===== src/rtl/par_seri_if.sv =====
// par_seri_if
// Bus bundle for the parallel-in / serial-out shift register. It carries the
// parallel word, the load and shift controls, and the serial output bit.
// The clock and reset are not part of this bundle. They stay scalar ports on
// the design.
//
// Signals:
//   en  - shift enable, level-sampled on the rising clock edge
//   ld  - parallel load strobe, level-sampled on the rising clock edge
//   pi  - WIDTH-bit parallel data word
//   so  - serial data out, MSB first
//
// Modports:
//   master - the data source/sink side (drives en, ld, pi; reads so)
//   slave  - the shift register side (reads en, ld, pi; drives so)
interface par_seri_if #(
  parameter int WIDTH = 4
);
  logic             en;
  logic             ld;
  logic [WIDTH-1:0] pi;
  logic             so;

  modport master (
    output en,
    output ld,
    output pi,
    input  so
  );

  modport slave (
    input  en,
    input  ld,
    input  pi,
    output so
  );
endinterface


===== src/rtl/par_seri.sv =====
// par_seri
// Parallel-in, serial-out shift register. A WIDTH-bit word is captured on a
// load strobe. It is then shifted out MSB first, one bit per enabled clock.
// Vacated positions fill with zeros, so the output reads 0 once the word has
// been fully shifted out.
//
// Ports:
//   ck   - clock; all state changes on the rising edge
//   rst  - synchronous active-high reset; clears the shift register
//   bus  - par_seri_if slave modport (en, ld, pi in; so out)
//
// Parameters:
//   WIDTH - shift register width; must be at least 2
module par_seri #(
  parameter int WIDTH = 4
) (
  input logic        ck,
  input logic        rst,
  par_seri_if.slave  bus
);

  // Shift register. The name ps is kept stable so benches can probe it
  // hierarchically.
  logic [WIDTH-1:0] ps;

  // Priority: reset, then load, then shift, else hold.
  // A load beats a simultaneous shift, so a reload mid-sequence restarts
  // the word immediately and the new MSB is on so right after the edge.
  always_ff @(posedge ck) begin
    if (rst) begin
      ps <= '0;
    end else if (bus.ld) begin
      ps <= bus.pi;
    end else if (bus.en) begin
      ps <= {ps[WIDTH-2:0], 1'b0};
    end
  end

  // The output comes straight from the register MSB. This means so can only
  // change just after a rising edge. There is no path from pi, en or ld to so.
  assign bus.so = ps[WIDTH-1];

endmodule


===== src/flat_wrapper.sv =====
// flat-port wrapper written by rule: the top's interface ports become plain ports
module par_seri_flat 
#(
  parameter int WIDTH = 4
)
  (ck, rst, bus_en, bus_ld, bus_pi, bus_so);
  par_seri_if #(.WIDTH(WIDTH)) bus_i ();
  input logic ck;
  input logic rst;
  input wire logic [$bits(bus_i.en)-1:0] bus_en;
  input wire logic [$bits(bus_i.ld)-1:0] bus_ld;
  input wire logic [$bits(bus_i.pi)-1:0] bus_pi;
  output wire logic [$bits(bus_i.so)-1:0] bus_so;
  assign bus_i.en = bus_en;
  assign bus_i.ld = bus_ld;
  assign bus_i.pi = bus_pi;
  assign bus_so = bus_i.so;
  par_seri #(.WIDTH(WIDTH)) u_core (.ck(ck), .rst(rst), .bus(bus_i));
endmodule

===== config.mk =====
export PLATFORM = sky130hd
export DESIGN_NAME = par_seri_flat
export DESIGN_NICKNAME = d
export VERILOG_FILES = /design/src/rtl/par_seri_if.sv /design/src/rtl/par_seri.sv /design/src/flat_wrapper.sv
export SDC_FILE = /design/constraint.sdc
export NUM_CORES = 1
export LEC_CHECK = 0
export CAP_MARGIN = 15
export CORE_AREA = 2 2 39 41
export DETAILED_ROUTE_END_ITERATION = 16
export DIE_AREA = 0 0 41 43
export GPL_ROUTABILITY_DRIVEN = 0
export GPL_TIMING_DRIVEN = 0
export SETUP_SLACK_MARGIN = 0.1
export SYNTH_ARGS = -nofsm -noshare
export SYNTH_HDL_FRONTEND = slang
export SYNTH_SLANG_ARGS = --single-unit
export TNS_END_PERCENT = 50

===== constraint.sdc =====
create_clock -name ck -period 1.2 [get_ports ck]
set_input_delay 0.3 -clock ck [delete_from_list [all_inputs] [get_ports ck]]
set_output_delay 0.3 -clock ck [all_outputs]
set_load 0.02 [all_outputs]

Word level (Yosys, flattened, before mapping):

Index checks and enable logic that the tools add are counted.

* output and inout bits: 1
* latch bits: 0
* register bits: 4
* RAM bits: 0
* memories: 0
* input bits: 8
* ROM bits: 0
* word-level logic and storage cells: 4

* shifts and indexed selects: 0
* eq/ne operators: 0
* bitwise gates (word level): 0
* order comparisons: 0
* $add $sub $neg: 0
* mux-type cells: 2
* reduce and logical (&&, ||, !) cells: 1
* multiply operators: 0
* div/mod/pow operators: 0

Operator list (number)
* $mux W4: 2
* $reduce_bool A2 Y1: 1

Logic depth before layout (Yosys ltp):

Gate-level depths: netlist of the first run.

* word-level depth: 2
* depth in mapped cells: 2
* gate-level depth less buffers: 2

Worst setup path before layout of the first run:

No wires, ideal clock.

* path type: input to register
* from: in bus_ld
* to: reg u_core.ps[0]
* library setup time: 70 ps
* cell stages on the path: 2
* path buffers: 0
* path slack: 354 ps
* data required time: 1130 ps
* arrival time: 777 ps
* cell sequence: or3b_1 a21oi_1

* cells in the longest elaborated chain, start to end: 1
* elaborated cells between the ends (all ways): 2
* those cells by class: mux (1); reduce/logical (1)

RTL lines
* start: declaration: line flat_wrapper.sv:11 `input wire logic [$bits(bus_i.ld)-1:0] bus_ld;`
* $mux W4 / $reduce_bool A2 Y1 (equally long branches)
* end signal: assignment: line par_seri.sv:33 `ps <= bus.pi;`
* end signal: assignment: line par_seri.sv:35 `ps <= {ps[WIDTH-2:0], 1'b0};`
* end: declaration: line par_seri.sv:24 `logic [WIDTH-1:0] ps;`

Several ways; a longest one is shown, not always the timed one.
A chain may end at the register's enable or synchronous reset.

Final worst setup path of the first run:

* from: reg u_core.ps[3]
* to: out bus_so

RTL lines
* end: declaration: line flat_wrapper.sv:13 `output wire logic [$bits(bus_i.so)-1:0] bus_so;`

No word-level cell between the ends.

==> impl_results.md, run 1 <==
* Switching power at 0.0000731 W
* H-tree levels at 1
* Area grow syn2layout at 66.7%
* Slew Viols, Final at 0
* Port Buffers at 8
* Antenna viol nets, final at 0
* Post-synth cell types at 8
* Setup Viol. Count Final at 0
* Via density at 3.45
* Cells after DPL at 41
* FF+latch count, synth at 4
* Worst-Margin Slew at 193 ps
* Hold slack at 533 ps
* CP Cell Sequence: buf_2
* CP endpoint kind: output pin
* Critical path's top delay family: flip-flops
* Max stage delay on crit path at 310 ps
* DIE HEIGHT at 43 um
* Mapped Nets at 25
* Pin count of the biggest net entering global routing at 7
* Slew headroom at 87.0%
* Largest regs: u_core.ps: 4 flops
* Drt pass-1 iters at 3
* DRT iter0 DRCs at 2
* Switching part of the total at 20.4%
* Unrepaired setup endpoints after global routing: false
* Total GRT Usage at 5.92%
* Overflow after GRT at 0
* Die area at 1760 um^2
* Clock edge transition at the registers on the reported setup and hold paths at 40 ps
* Antenna diodes at 0
* Critical-path maximum fanout at 2
* Final hold violations at 0
* Clk_lat worst skew at 230 ps
* CTS sink cnt at 4
* Final wirelength at 341 um
* Seq/Total Area, Yosys at 46.4%
* Pleak at 0.119 nW
* Vias in the first global route at 151
* Clock Skews at 0.697 ps
* CTS Buffer Depth at 2
* Critical path class: register to output pin
* Tcrit/Tclk final at 83.8%
* Hold Path Class: primary input to register
* Row count at 14
* Setup crit start kind: register
* Residual DRC at 0
* Status: complete, no violations
* TritonCTS clock tree: done
* Share of cells above drive strength 1 at 14.3%
* Max reg flops at 4
* Buf+Inv Stages, Crit Path at 1
* Mapped cell area at 173 um^2
* Clock power frac at 45.2%
* Vias at 152
* Final nets at 38
* Initial antenna violation count at 0
* Num CTS Buffers at 3
* Crit-path slowest cell: dfxtp_1
* Pint at 0.000285 W
* Logic pwr share at 14.0%
* Final min period at 1010 ps
* Filler cell count at 164
* Worst endpoint data arrival time at 710 ps
* Initial Util at 12.5%
* Die X at 41 um
* Avg Inst Size Synth at 10.2 um^2
* Seq pwr share at 40.8%
* Final non-filler cell total at 44
* Max Clk Rate at 995 MHz
* Yosys warning count at 0
* Largest Register: u_core.ps
* Max-cap violation count at 0
* Cells after Synth at 17
* Core area at 1380 um^2
* CP required at 900 ps
* Avg WL per Cell at 7.75 um
* Clock root buffer: clkbuf_4
* Peak VDD IR at 249 uV
* Ports at 9
* PD cells at 1240 nW/um^2
* # hold bufs at CTS at 0
* First-pass GRT wire length at 538 um
## power groups by stage
stage	logic [W]	registers, W	clock network [W]
2_1_floorplan	0.0000175	0.000151	0
4_1_cts	0.0000523	0.000147	0.000169
3_3_place_gp	0.0000553	0.000148	0
3_5_place_dp	0.0000552	0.000149	0
5_1_grt	0.0000541	0.000148	0.000190
6_report	0.0000500	0.000146	0.000162
## worst paths after layout
path	from	end	slack, ps	cells after the start
worst max-delay path	u_core.ps[3]	bus_so	190	1
worst min-delay path	bus_ld	u_core.ps[0]	530	3
worst max register to register	u_core.ps[0]	u_core.ps[0]	330	2
worst min register to register	u_core.ps[0]	u_core.ps[0]	560	2
## routing by layer
layer	routed length [um]	global-route usage, %	part of all wire (%)	up-vias
li1	-	-	-	84
met1	151	6.09	44	61
met2	150	4.06	44	7
met3	39	4.71	11	0
met4	0	12.0	0	0
met5	0	0	0	-
## cell type report
| type | instances | area (um^2) | share of cell area (%) |
|---|---|---|---|
| inverters | 1 | 3.75 | 1.30 |
| flip-flops and latches | 4 | 80.1 | 27.8 |
| repair buffers | 8 | 72.6 | 25.2 |
| well taps | 16 | 20.0 | 6.96 |
| multi-input cells | 12 | 88.8 | 30.9 |
| clock buffers | 3 | 22.5 | 7.83 |
## through the flow
stage               worst slack (ps)  power, W  instance area (um^2)  setup TNS [ps]  utilization, %
floorplan                        354  0.000168                   173               0               -
global placement                -189  0.000204                   273            -484            19.7
detailed placement              -193  0.000204                   273            -482            19.7
CTS                             81.5  0.000367                   294               0            21.2
global route                     147  0.000392                   288               0            20.8
finish                           195  0.000358                   288               0            20.8
## kinds of logic (layout without fill, tap and decap cells)
group,Yosys count,in the layout,synth area share [%]
and+or+nand+nor,5,5,18.1
AOI/OAI and AO/OA,4,4,15.9
DFF,4,4,46.4
muxes,3,3,17.4
buffers and inverters,1,12,2.17
## worst reg2reg max path, cell delays in order (launching register included)
cell	delay [ps]
dfxtp_1	310
or3b_1	350
a21oi_1	140
## cell usage after synthesis
library cell / instances / share of area [%]
dfxtp_1: 4 / 46
a211oi_1: 3 / 13
mux2i_1: 3 / 17
nor2b_1: 3 / 11
a21oi_1: 1 / 2.9
inv_1: 1 / 2.2
nand2_1: 1 / 2.2
or3b_1: 1 / 5.1
## timing repair
action	in CTS	in global routing
setup endpoints to repair	2	1
resized for setup	5	1
setup buffers	0	0
## placed cells by master, fill, tap and decap left out
master           n
clkdlybuf4s50_1  5
dfxtp_1          4
mux2i_1          3
nor2b_1          3
a211oi_1         3
clkbuf_4         3
dlygate4sd2_1    2
nand2_1          1
or3b_1           1
a21oi_1          1
inv_1            1
buf_2            1
Note: power is estimated with default switching activity, not from simulation.
==> inputs of run 2 (changes only) <==
==> constraint.sdc (replaced) <==
create_clock -name ck -period 1 [get_ports ck]
set_input_delay 0.25 -clock ck [delete_from_list [all_inputs] [get_ports ck]]
set_output_delay 0.25 -clock ck [all_outputs]
set_load 0.02 [all_outputs]
==> run 2 against run 1 <==
Clock skew did not move. Clock-buffer cell count unchanged. First-iteration DRC count unchanged. Highest routed layer unchanged. Design area up 2.6%. Clock power up 20%.
==> impl_results.md, run 2 (same netlist as run 1, synthesis figures left out) <==
* Antenna viol nets, final at 0 (unchanged)
* Final nets at 38 (unchanged)
* Max stage delay on crit path at 310 ps (about the same)
* Post-route cell area at 295 um^2 (+2.6%)
* Pin count of the biggest net entering global routing at 7 (unchanged)
* Slew Viols, Final at 0 (unchanged)
* CTS Buffer Depth at 2 (unchanged)
* Final wirelength at 339 um (-0.59%)
* Row count at 14 (unchanged)
* Clock root buffer: clkbuf_4
* Drt pass-1 iters at 3 (unchanged)
* Clock edge transition at the registers on the reported setup and hold paths at 40 ps (about the same)
* Port Buffers at 8 (unchanged)
* Initial Util at 12.5% (unchanged)
* Avg WL per Cell at 7.70 um (-0.59%)
* CTS sink cnt at 4 (unchanged)
* Top Usage Layer GRT: met4
* TritonCTS clock tree: done
* Vias in the first global route at 151 (unchanged)
* H-tree levels at 1 (unchanged)
* Commonest non-fill, non-tap cell in the layout: clkdlybuf4s50_1
* Clock Skews at 0.697 ps (unchanged)
* Buf+Inv Stages, Crit Path at 1 (unchanged)
* Max reg flops at 4 (unchanged)
* Post-CTS Setup Inserts at 0 (unchanged)
* Max-cap violation count at 0 (unchanged)
* Setup tns final at 0 ps (unchanged)
* DRT iter0 DRCs at 2 (unchanged)
* PD cells at 1470 nW/um^2 (+18%)
* Setup crit start kind: register
* Critical-path maximum fanout at 2 (unchanged)
* CP required at 750 ps (-150 ps)
* Share of cells above drive strength 1 at 17.9% (+3.6 points)
* Clk_lat worst skew at 230 ps (about the same)
* Largest regs: u_core.ps: 4 flops
* Placed standard-cell area at 273 um^2 (unchanged)
* Num CTS Buffers at 3 (unchanged)
* Crit-path slowest cell: dfxtp_2
* Reg-to-reg slack, setup at 130 ps (-200 ps)
* Largest Register: u_core.ps
* Vias at 152 (unchanged)
* Peak VDD IR at 298 uV (+20%)
* PnR worst setup slack at 85.4 ps (-109 ps)
* Filler cell count at 164 (unchanged)
* Residual DRC at 0 (unchanged)
* Tcrit/Tclk final at 91.5%
* Met3 Use GR at 4.71% (unchanged)
* CP endpoint kind: output pin
* Hold Path Class: primary input to register
* Final hold violations at 0 (unchanged)
* Status: complete, no violations
* Met2 Use GR at 4.06% (unchanged)
* Fin util at 21.3% (+0.54 points)
* Setup Viol. Count Final at 0 (unchanged)
* Worst endpoint data arrival time at 660 ps (-50 ps)
* Pleak at 0.120 nW (+1.3%)
* Setup slack at placement at -343 ps (-150 ps)
* Core area at 1380 um^2 (unchanged)
* Overflow after GRT at 0 (unchanged)
* CP Cell Sequence: buf_6
* Critical path's top delay family: flip-flops
* Initial antenna violation count at 0 (unchanged)
* First-pass GRT wire length at 538 um (unchanged)
* Unrepaired setup endpoints after global routing: true
* Via density at 3.45 (unchanged)
* Max Clk Rate at 1090 MHz
* Final min period at 915 ps
* Total GRT Usage at 5.92% (unchanged)
* Ports at 9 (unchanged)
* Area grow syn2layout at 71.0%
* Critical path class: register to output pin
* Die X at 41 um (unchanged)
* Worst-Margin Slew at 193 ps (unchanged)
* DIE HEIGHT at 43 um (unchanged)
* Die area at 1760 um^2 (unchanged)
* Antenna diodes at 0 (unchanged)
* Grt met1 use at 6.09% (unchanged)
* Slew headroom at 87.0% (unchanged)
-- run 2: cell counts in the layout (fill, tap and decap cells not counted) --
Identical to the previous run, type by type.
-- run 2: cell type report --
cell class,count,area [um^2],share of cell area (%)
multi-input cells,12,88.8,30.1
flip-flops and latches,4,81.3,27.5
repair buffers,8,78.8,26.7
clock buffers,3,22.5,7.63
well taps,16,20.0,6.78
inverters,1,3.75,1.27
-- run 2: repair_timing --
item,CTS,global route
resized for setup,9,0
pin swaps,0,0
setup endpoints to repair,5,2
hold buffers,0,0
-- run 2: report_power, final --
part           leakage [nW]  total (W)  switching (W)  internal (W)
clock network        0.0138   0.000194      0.0000604      0.000134
registers            0.0335   0.000177     0.00000494      0.000172
logic                0.0730  0.0000634      0.0000231     0.0000403
total                 0.120   0.000434      0.0000884      0.000346
-- run 2: final timing paths --
kind                  endpoint  cells after the start          from
setup / recovery        bus_so                      1  u_core.ps[3]
hold / removal    u_core.ps[0]                      3        bus_ld
setup reg to reg  u_core.ps[0]                      2  u_core.ps[0]
hold reg to reg   u_core.ps[3]                      2  u_core.ps[2]
-- run 2: stage by stage --
step                      power [W]  hold slack, ps  cells
after floorplan            0.000202             319     17
after global placement     0.000244             542     41
after detailed placement   0.000245             551     41
after CTS                  0.000444             485     44
after global routing       0.000475             489     44
final                      0.000434             483     44
-- run 2: routing by layer --
| layer | up-vias | wire length (um) |
|---|---|---|
| li1 | 84 | - |
| met1 | 61 | 152 |
| met2 | 7 | 150 |
| met3 | 0 | 37 |
| met4 | 0 | 0 |
| met5 | - | 0 |
-- run 2: worst reg2reg max path: cells and delay by family, from the launching register on --
| family | cells | cell delay [ps] |
|---|---|---|
| simple gates | 1 | 350 |
| compound gates | 1 | 140 |
| flops | 1 | 310 |
==> inputs of run 3 (changes only) <==
--- a/config.mk
+++ b/config.mk
@@ -11,6 +11,7 @@
 export DIE_AREA = 0 0 41 43
 export GPL_ROUTABILITY_DRIVEN = 0
 export GPL_TIMING_DRIVEN = 0
+export PLACE_DENSITY = 0.43
 export SETUP_SLACK_MARGIN = 0.1
 export SYNTH_ARGS = -nofsm -noshare
 export SYNTH_HDL_FRONTEND = slang
==> constraint.sdc (replaced) <==
create_clock -name ck -period 0.9 [get_ports ck]
set_input_delay 0.225 -clock ck [delete_from_list [all_inputs] [get_ports ck]]
set_output_delay 0.225 -clock ck [all_outputs]
set_load 0.02 [all_outputs]
==> run 3 against run 2 <==
The flow now finishes with violations (negative setup slack). Largest cell class unchanged. Core utilization rose by 0.36 points. Global-route usage is 0.81 points higher. Highest routed layer is now met4. Critical path depth unchanged. Largest power group unchanged. Sequential power is 12% higher.
==> impl_results.md, run 3 (same netlist as run 1, synthesis figures left out) <==
* Status: complete, but fails checks
* Failing checks: negative setup slack
* Slew headroom at 87.5% (+0.48 points)
* Initial antenna violation count at 0 (unchanged)
* Port Buffers at 8 (unchanged)
* Hold slack at 463 ps (-19.9 ps)
* Total GRT Usage at 6.73% (+0.81 points)
* Post-CTS Setup Inserts at 0 (unchanged)
* Area grow syn2layout at 73.9%
* H-tree levels at 1 (unchanged)
* Max-cap violation count at 0 (unchanged)
* Hold Path Class: primary input to register
* Worst-Margin Slew at 186 ps (-7.12 ps)
* Setup tns final at -0.0350 ps (-0.0350 ps)
* Residual DRC at 0 (unchanged)
* Critical-path maximum fanout at 2 (unchanged)
* Commonest non-fill, non-tap cell in the layout: clkdlybuf4s50_1
* Drt pass-1 iters at 2 (-1)
* DIE HEIGHT at 43 um (unchanged)
* Clk_lat worst skew at 230 ps (about the same)
* First-pass GRT wire length at 676 um (+26%)
* Setup Viol. Count Final at 1 (+1)
* Final hold violations at 0 (unchanged)
* Crit-path slowest cell: dfxtp_2
* Peak VDD IR at 398 uV (+33%)
* Buf+Inv Stages, Crit Path at 1 (unchanged)
* Initial Util at 12.5% (unchanged)
* Max stage delay on crit path at 330 ps (+20 ps)
* Final HPWL DP at 280 um
* Placed standard-cell area at 273 um^2 (unchanged)
* PnR worst setup slack at -0.0350 ps (-85.4 ps)
* Tcrit/Tclk final at 100%
* Max Clk Rate at 1110 MHz
* Clock edge transition at the registers on the reported setup and hold paths at 40 ps (about the same)
* Slew Viols, Final at 0 (unchanged)
* # hold bufs at CTS at 0 (unchanged)
* Core area at 1380 um^2 (unchanged)
* Vias at 160 (+5.3%)
* Pin count of the biggest net entering global routing at 7 (unchanged)
* Die area at 1760 um^2 (unchanged)
* Setup crit start kind: register
* Row count at 14 (unchanged)
* Largest regs: u_core.ps: 4 flops
* Final min period at 900 ps
* Filler cell count at 153 (-6.7%)
* Overflow after GRT at 0 (unchanged)
* DRT iter0 DRCs at 3 (+1)
* Max reg flops at 4 (unchanged)
* CP Cell Sequence: buf_6
* Largest Register: u_core.ps
* Clock root buffer: clkbuf_4
* Die X at 41 um (unchanged)
* Num CTS Buffers at 3 (unchanged)
* Share of cells above drive strength 1 at 25.0% (+7.1 points)
* Final wirelength at 395 um (+17%)
* CTS sink cnt at 4 (unchanged)
* Via density at 3.64 (+5.3%)
* Pleak at 0.121 nW (+0.34%)
* Final nets at 38 (unchanged)
* Avg WL per Cell at 8.98 um (+17%)
* Reg-to-Reg Start: u_core.ps[0]
* Crit path launch: u_core.ps[3]
* Clock Skews at 0.379 ps (-0.317 ps)
* Unrepaired setup endpoints after global routing: true
* CP required at 670 ps (-80 ps)
* Worst endpoint data arrival time at 680 ps (+20 ps)
* CP endpoint kind: output pin
* Critical path class: register to output pin
* Post-route cell area at 300 um^2 (+1.7%)
* Antenna viol nets, final at 0 (unchanged)
* CTS Buffer Depth at 2 (unchanged)
* Antenna diodes at 0 (unchanged)
* Vias in the first global route at 165 (+9.3%)
* Critical path's top delay family: flip-flops
* Setup slack at placement at -427 ps (-84.6 ps)
* TritonCTS clock tree: done
* Ports at 9 (unchanged)
* Most frequent cells in the layout: clkdlybuf4s50_1, mux2i_1, nor2b_1, a211oi_1, clkbuf_4
* PD cells at 1650 nW/um^2 (+12%)
* Critical hold path startpoint: bus_ld
run 3: final timing paths:
| path | slack [ps] | endpoint | cells past startpoint |
|---|---|---|---|
| setup / recovery | -0.03 | bus_so | 1 |
| hold reg to reg | 560 | u_core.ps[0] | 2 |
| hold / removal | 460 | u_core.ps[0] | 3 |
| setup reg to reg | 50 | u_core.ps[0] | 2 |
run 3: metrics by stage:
stage	cells	total power [W]	util [%]
after detailed placement	41	0.000272	19.7
after global placement	41	0.000271	19.7
after floorplan	17	0.000225	-
after CTS	44	0.000513	21.7
final	44	0.000495	21.7
after global routing	44	0.000532	21.7
run 3: timing repair:
item,CTS,global route
setup endpoints to repair,5,3
hold endpoints to repair,0,0
gates resized for setup,11,0
run 3: cell type report:
type	count	area (um^2)	area share (%)
Tap cell	16	20.0	6.67
Clock buffer	3	22.5	7.50
Multi-Input combinational cell	12	92.6	30.8
Inverter	1	3.75	1.25
Sequential cell	4	82.6	27.5
Timing Repair Buffer	8	78.8	26.2
run 3: per-layer routing:
layer / up-vias / global-route usage, % / wire, um
met1: 65 / 8.04 / 208
met5: - / 0 / 0
met2: 9 / 5.63 / 125
met3: 2 / 6.28 / 53
li1: 84 / - / -
met4: 0 / 8.00 / 8
run 3: report_power, final:
group / leakage, nW / internal [W] / switching (W)
Combinational: 0.0730 / 0.0000454 / 0.0000275
Clock: 0.0138 / 0.000149 / 0.0000749
Sequential: 0.0338 / 0.000191 / 0.00000624
